==> src/rtl/packet_tx_framer.sv <==
// Response packet serializer: OPCODE, RESERVED, LEN_LSB, LEN_MSB, then payload bytes LSB-first.
// LEN counts the whole frame including the four header bytes.
module packet_tx_framer #(
  parameter int DATA_BYTES_MAX = 8
) (
  input  logic                          clk,
  input  logic                          rst,
  input  logic [7:0]                    opcode_i,
  input  logic [8*DATA_BYTES_MAX-1:0]   result_i,
  input  logic [3:0]                    result_bytes_i,
  input  logic                          valid_i,
  output logic                          ready_o,
  output logic [7:0]                    data_o,
  output logic                          valid_o,
  input  logic                          ready_i,
  output logic                          busy_o,
  output logic [2:0]                    state_o
);

  localparam int IDX_W = (DATA_BYTES_MAX > 1) ? $clog2(DATA_BYTES_MAX) : 1;
  localparam logic [3:0] N_MAX = 4'(DATA_BYTES_MAX);

  localparam logic [2:0] ST_IDLE = 3'd0;
  localparam logic [2:0] ST_OPC  = 3'd1;
  localparam logic [2:0] ST_RSV  = 3'd2;
  localparam logic [2:0] ST_LSB  = 3'd3;
  localparam logic [2:0] ST_MSB  = 3'd4;
  localparam logic [2:0] ST_PAY  = 3'd5;

  logic [2:0]                  state_r, state_s;
  logic [7:0]                  opcode_r, opcode_s;
  logic [8*DATA_BYTES_MAX-1:0] result_r, result_s;
  logic [3:0]                  n_r, n_s;
  logic [IDX_W-1:0]            idx_r, idx_s;
  logic                        ready_r, valid_r, busy_r;
  logic [7:0]                  data_r;
  logic                        accept_s, xfer_s;

  function automatic logic [3:0] clamp_len(input logic [3:0] cnt);
    if (cnt > N_MAX) begin
      clamp_len = N_MAX;
    end else begin
      clamp_len = cnt;
    end
  endfunction

  function automatic logic [7:0] frame_byte(
    input logic [2:0]                  st,
    input logic [7:0]                  opc,
    input logic [8*DATA_BYTES_MAX-1:0] res,
    input logic [3:0]                  n,
    input logic [IDX_W-1:0]            idx
  );
    logic [15:0] len;
    len = {12'h000, n} + 16'd4;
    case (st)
      ST_OPC:  frame_byte = opc;
      ST_RSV:  frame_byte = 8'h00;
      ST_LSB:  frame_byte = len[7:0];
      ST_MSB:  frame_byte = len[15:8];
      ST_PAY:  frame_byte = res[{idx, 3'b000} +: 8];
      default: frame_byte = 8'h00;
    endcase
  endfunction

  assign accept_s = valid_i && ready_r;
  assign xfer_s   = valid_r && ready_i;

  // Next-state and latched-word update; a stalled byte leaves every register unchanged.
  always_comb begin
    state_s  = state_r;
    opcode_s = opcode_r;
    result_s = result_r;
    n_s      = n_r;
    idx_s    = idx_r;
    case (state_r)
      ST_IDLE: begin
        if (accept_s) begin
          opcode_s = opcode_i;
          result_s = result_i;
          n_s      = clamp_len(result_bytes_i);
          idx_s    = '0;
          state_s  = ST_OPC;
        end else begin
          state_s  = ST_IDLE;
        end
      end
      ST_OPC: begin
        if (xfer_s) begin
          state_s = ST_RSV;
        end else begin
          state_s = ST_OPC;
        end
      end
      ST_RSV: begin
        if (xfer_s) begin
          state_s = ST_LSB;
        end else begin
          state_s = ST_RSV;
        end
      end
      ST_LSB: begin
        if (xfer_s) begin
          state_s = ST_MSB;
        end else begin
          state_s = ST_LSB;
        end
      end
      ST_MSB: begin
        if (xfer_s) begin
          state_s = (n_r != 4'd0) ? ST_PAY : ST_IDLE;
        end else begin
          state_s = ST_MSB;
        end
      end
      ST_PAY: begin
        // Exit on the last payload byte so the index never wraps.
        if (xfer_s) begin
          if (4'(idx_r) == (n_r - 4'd1)) begin
            state_s = ST_IDLE;
          end else begin
            idx_s   = idx_r + IDX_W'(1'b1);
            state_s = ST_PAY;
          end
        end else begin
          state_s = ST_PAY;
        end
      end
      default: begin
        state_s = ST_IDLE;
      end
    endcase
  end

  // State, latched word and Moore outputs derived from the next state.
  always_ff @(posedge clk or posedge rst) begin
    if (rst) begin
      state_r  <= ST_IDLE;
      opcode_r <= 8'h00;
      result_r <= '0;
      n_r      <= 4'd0;
      idx_r    <= '0;
      ready_r  <= 1'b0;
      valid_r  <= 1'b0;
      busy_r   <= 1'b0;
      data_r   <= 8'h00;
    end else begin
      state_r  <= state_s;
      opcode_r <= opcode_s;
      result_r <= result_s;
      n_r      <= n_s;
      idx_r    <= idx_s;
      ready_r  <= (state_s == ST_IDLE);
      valid_r  <= (state_s != ST_IDLE);
      busy_r   <= (state_s != ST_IDLE);
      data_r   <= (state_s == ST_IDLE) ? 8'h00
                  : frame_byte(state_s, opcode_s, result_s, n_s, idx_s);
    end
  end

  assign ready_o = ready_r;
  assign valid_o = valid_r;
  assign busy_o  = busy_r;
  assign data_o  = data_r;
  assign state_o = state_r;

endmodule

==> config.mk <==
export PLATFORM = sky130hd
export DESIGN_NAME = packet_tx_framer
export DESIGN_NICKNAME = d
export VERILOG_FILES = /design/src/rtl/packet_tx_framer.sv
export SDC_FILE = /design/constraint.sdc
export NUM_CORES = 1
export LEC_CHECK = 0
export BUFFER_PORTS_ARGS = -buffer_cell sky130_fd_sc_hd__buf_2
export CORE_ASPECT_RATIO = 0.6
export CORE_UTILIZATION = 55
export DETAILED_ROUTE_END_ITERATION = 12
export PLACE_DENSITY_LB_ADDON = 0.3
export SLEW_MARGIN = 30
export SYNTH_ARGS = -nofsm -noshare
export SYNTH_HDL_FRONTEND = slang
export SYNTH_SLANG_ARGS = --single-unit
==> constraint.sdc <==
create_clock -name clk -period 3.32 [get_ports clk]
set_input_delay 0.664 -clock clk [delete_from_list [all_inputs] [get_ports clk]]
set_output_delay 0.664 -clock clk [all_outputs]
set_load 0.1 [all_outputs]
After elaboration in Yosys (flattened, before gate mapping) --
Cells that the tools add are included.
Word-level totals: register bits after elaboration 92, input port bits 80, output and inout bits 14, logic and storage cells 51
Operators by class: $add $sub $neg 3, $lt $le $gt $ge 1, eq/ne operators 10, shifts and indexed selects 1, multiplexer cells 22, reductions and logical operators 6
Operators by type and width (number):
- two-way mux 64 bit | 2
- indexed part select 64 x 7 -> 8 bit | 1
- one-hot mux 8 bit (4 select lines) | 1
- two-way mux 3 bit | 8
- two-way mux 8 bit | 3
- one-hot mux 3 bit (6 select lines) | 1
- == test 3 bit, second input constant | 4
- two-way mux 4 bit | 3
- == test 3 x 2 -> 1 bit, second input constant | 3
- == test 3 x 1 -> 1 bit, second input constant | 2
- logical NOT 3 bit | 2
- one-hot mux 3 bit (2 select lines) | 1
- adder 4 x 3 -> 5 bit, second input constant | 1
- == test 3 x 4 -> 1 bit | 1
- > comparator 4 bit, second input constant | 1
- nonzero test 4 bit | 1
- subtractor 4 x 1 -> 4 bit, second input constant | 1
- adder 3 x 1 -> 3 bit, second input constant | 1
- nonzero test 3 bit | 1
- logical AND 1 bit | 2
- two-way mux 1 bit | 2
- two-way mux 2 bit | 1

Depth between registers and ports, before layout --
word-level depth 8, gate-level depth with buffers 12, mapped depth without buffers 10

Worst setup path before layout --
Ideal clock, no wire load.
kind register -> register, start point reg state_r[1] (netlist: state_o[1]), end point reg data_r[7] (netlist: data_o[7]), library setup time 118 ps, arrival time 3212 ps, required time 3202 ps, path slack -10 ps, stages on the path, launching flop included 11, buffers on the path 4, clock period less this slack 3330 ps, cell sequence dfrtp_1 buf_6 or4_1 buf_2 a31o_1 buf_6 or3_1 buf_2 mux2_4 a221o_1 a21o_1
Between the ends: word-level cells in the longest chain between the ends 5, elaborated cells on any way between the ends 18, those cells by class eq/ne (9); shift (1); mux (6); reduce/logical (2)
RTL lines:
- start, declared | RTL line 30 | logic [2:0] state_r, state_s;
- start signal, assigned | RTL line 148 | state_r <= state_s;
- == test 3 bit (tied with other cells) | RTL line 76 | case (state_r)
- one-hot mux 3 bit (2 select lines) (tied with other cells) | RTL line 76
- indexed part select 64 x 7 -> 8 bit (tied with other cells) | RTL line 61 | ST_PAY: frame_byte = res[{idx, 3'b000} +: 8];
- one-hot mux 8 bit (4 select lines) | RTL line 56 | case (st)
- two-way mux 8 bit * | RTL line 156 | data_r <= (state_s == ST_IDLE) ? 8'h00
- end signal, assigned | RTL line 156
- end, declared | RTL line 36 | logic [7:0] data_r;
Every way passes the cells marked *; elsewhere a longest branch is shown, timed or not.

Worst setup path after layout --
start point reg n_r[0], end point reg data_r[7] (netlist: data_o[7])
Between the ends: word-level cells in the longest chain between the ends 8, elaborated cells on any way between the ends 19, those cells by class add/sub (1); eq/ne (5); shift (1); mux (10); reduce/logical (2)
RTL lines:
- start, declared | RTL line 33 | logic [3:0] n_r, n_s;
- start signal, assigned | RTL line 151 | n_r <= n_s;
- subtractor 4 x 1 -> 4 bit | RTL line 119 | if (4'(idx_r) == (n_r - 4'd1)) begin
- == test 3 x 4 -> 1 bit | RTL line 119
- two-way mux 3 bit | RTL line 119
- two-way mux 3 bit | RTL line 118 | if (xfer_s) begin
- one-hot mux 3 bit (2 select lines) / one-hot mux 3 bit (6 select lines) (equally long branches) | RTL line 76
- indexed part select 64 x 7 -> 8 bit (tied with other cells) | RTL line 61
- one-hot mux 8 bit (4 select lines) | RTL line 56
- two-way mux 8 bit * | RTL line 156
Marked as above.

==> impl_results.md <==
* Worst hold path class: in -> async
* FP Rows at 25
* GRT Util Overall at 27.5%
* Synth top area share at 51.4%
* Die Y at 71.9 µm
* Worst setup SP type: register
* Routed Antenna Nets at 0
* Num CTS Buffers at 9
* Number of global-route vias before repair at 3,670
* Power Density at 1020 mW/mm²
* Placer Congestion at 0.893
* FF+latch count, synth at 92
* Met3 Use GR at 8.57%
* Full die area at 0.00853 mm²
* Slew Limit Headroom at 45.6%
* Critical Path Fanout Max at 13
* Worst setup EP type: register
* Initial antenna violation count at 0
* Clock latency on the worst-skew pair at approximately 0.34 ns
* Die Wd at 119 µm
* Worst-Margin Slew at ~0.8 ns
* Final Max Slew Viols at 0
* RSZ-0062 raised after global routing: no
* Max Freq at 321 MHz
* Core area at 0.00788 mm²
* GRT Residual Overflow at 0
* HPWL after DPL at 7.99 mm
* DR vias/cell at 5.41
* Net Count, Synth at 570
* Post-DP Area at 0.00509 mm²
* CTS tree: done
* Synth async-reset ratio at 100%
* 1st-iter DRT viols at 313
* # setup viols final at 0
* Run status: finished clean
* Power, Total at 5.54 mW
* Initial Util at 56.9%
* Filler instances at ~620
* M1 GR Usage at around two fifths
* Grt peak-use layer: met2
* Sink Count at slightly above 90
* Remaining DRCs at 0
* Unique masters post-synth at between 50 and 60
* Worst EP required at 3.54 ns
* Largest net degree at the start of global routing at 48
* Nets at 662
* First-pass GRT wire length at 18.2 mm
* Clock transition at path regs at 0.06 ns
* DRT Pass-1 Iters at 5
* Most frequent cells in the layout: nand2_1, buf_2, dfrtp_1
* Post-Syn Area per Cell at just over 9 µm²
* Setup TNS at 0 ns
* Root buffer cell: clkbuf_16
* Sequential area share after synthesis at about 50%
* Syn. warnings at 0
* Synth Cell Area at around 0.0045 mm²
* Clock Skews at between 0.005 and 0.006 ns
* Crit path arrival time at 3.33 ns
* Critical Setup Path Class: reg -> reg
* Wire per inst at 15.9 µm
* Setup slack, reg-to-reg at 0.21 ns
* Total number of vias at 3,740
* Commonest non-fill, non-tap cell in the layout: nand2_1
* Total wire length at 11.0 mm
* Period utilization at 93.7%
* Hold bufs inserted after CTS at 0
* Post-route minimum period at roughly 3.1 ns
* Clk buf depth at 2
* Post-synth EDFFs at 0
* Worst IR Drop VDD at 0.503 mV
* Layout Area Growth over Synthesis at 20.8%
* FF/Latch Area at about 0.0023 mm²
* Fin. Hold Viols at 0
* H-tree depth at 3
* Area of the multi-input gates at roughly 0.0020 mm²
* Design area at 0.00542 mm²
* Primary FF master, synth: dfrtp_1
* MaxCap Viol Count at 0
* Port Buf Inserts at 93
* Share of cells above drive strength 1 at 24.0%
* Io pins at 94
* Area contributors post-synth: dfrtp_1, nand2_1, mux2i_1
* Cell accounting for the most synthesized area: dfrtp_1
* Leak Pwr at 2.83 nW
* Diodes inserted at 0
* GRT met2 Usage at 41.7%
* Cell count after synthesis at 486
[cell type report]
cell class | count | share of cell area [%]
flip-flops and latches | 92 | 42.5
multi-input cells | 347 | 36.5
clock buffers | 10 | 4.23
repair buffers | 109 | 11.3
inverters | 19 | 1.34
clock inverters | 6 | 1.64
well taps | 108 | 2.50
[cells by family (layout without fill, tap and decap cells)]
logic type,Yosys count,in the layout,synth area share [%]
XOR/XNOR,3,3,0.586
flip-flops,92,92,51.4
AND/OR/NAND/NOR,233,233,22.0
multiplexers,44,44,10.0
AO/OA/AOI/OAI,63,63,10.0
buffers and inverters,47,144,4.83
adder cells (fa/ha/maj),4,4,1.12
[report_power, final]
group | switching, mW | leakage (nW) | internal [mW]
combinational | 1.77 | 1.53 | 0.859
clock | 0.422 | 0.149 | 0.660
sequential | 0.201 | 1.16 | 1.62
total | 2.40 | 2.83 | 3.14
[timing repair]
| action | in CTS | in global routing |
|---|---|---|
| setup endpoints to repair | 0 | 4 |
| resized for setup | 0 | 1 |
| setup buffers | 0 | 0 |
[cell usage after synthesis, types with 2 or more instances]
master / number
mux2i_1: 39
a31oi_1: 2
nand3_1: 3
nor4_1: 3
and2_1: 2
a211oi_1: 2
dfrtp_1: 92
ha_1: 4
nand4_1: 3
nand2b_1: 5
nor2_1: 5
o31ai_1: 9
buf_6: 4
o211ai_1: 8
o21ai_0: 6
a21boi_0: 2
o21a_1: 4
o221ai_1: 2
nor3_1: 2
or3_1: 2
a211o_1: 5
inv_1: 19
buf_2: 5
a21oi_1: 13
nand2_1: 193
nor3b_1: 2
clkbuf_1: 17
xnor2_1: 2
nand3b_1: 5
a21o_1: 2
mux2_2: 4
[metrics by stage]
stage | hold WS (ns) | utilization (%) | setup slack (ns) | std cells
floorplan | 0.436 | - | 0.0277 | 486
global placement | 0.452 | 64.6 | 0.226 | 675
detailed placement | 0.461 | 64.6 | 0.108 | 675
CTS | 0.462 | 68.6 | 0.162 | 691
global route | 0.496 | 68.7 | 0.0235 | 691
finish | 0.457 | 68.7 | 0.209 | 691
[worst max-delay path, cell delays in order, from the launching register on]
cell       delay, ns
dfrtp_1         0.45
inv_1           0.12
ha_1            0.22
xor2_1          0.19
a2111oi_2       0.56
a21oi_1         0.18
mux2i_1         0.16
inv_1           0.43
nor2_1          0.18
a221o_1         0.34
a21o_1          0.16
[layer usage]
metal  routed length [µm]  share of wire, %
met4                   87              0.79
met1                 5190                47
met2                 4850                44
met5                    0                 0
met3                  837               7.6
[registers in the layout, indices dropped and copies added, names as in the netlist]
| name | cells |
|---|---|
| result_r | 64 |
| data_o | 8 |
| opcode_r | 8 |
| n_r | 4 |
| idx_r | 3 |
| state_o | 3 |
| busy_o | 1 |
| ready_o | 1 |
[path summary, 6_finish.rpt]
| check | startpoint | to | cells past startpoint |
|---|---|---|---|
| hold reg to reg | result_r[10]$_DFF_PP0_ | result_r[10]$_DFF_PP0_ | 2 |
| max in group asynchronous | rst | result_r[62]$_DFF_PP0_ | 3 |
| setup reg to reg | n_r[0]$_DFF_PP0_ | data_o[7]$_DFF_PP0_ | 10 |
| min in group clk | result_r[10]$_DFF_PP0_ | result_r[10]$_DFF_PP0_ | 2 |
| setup / recovery | n_r[0]$_DFF_PP0_ | data_o[7]$_DFF_PP0_ | 10 |
| hold / removal | rst | result_r[42]$_DFF_PP0_ | 2 |
(Power assumes the default switching activity.)
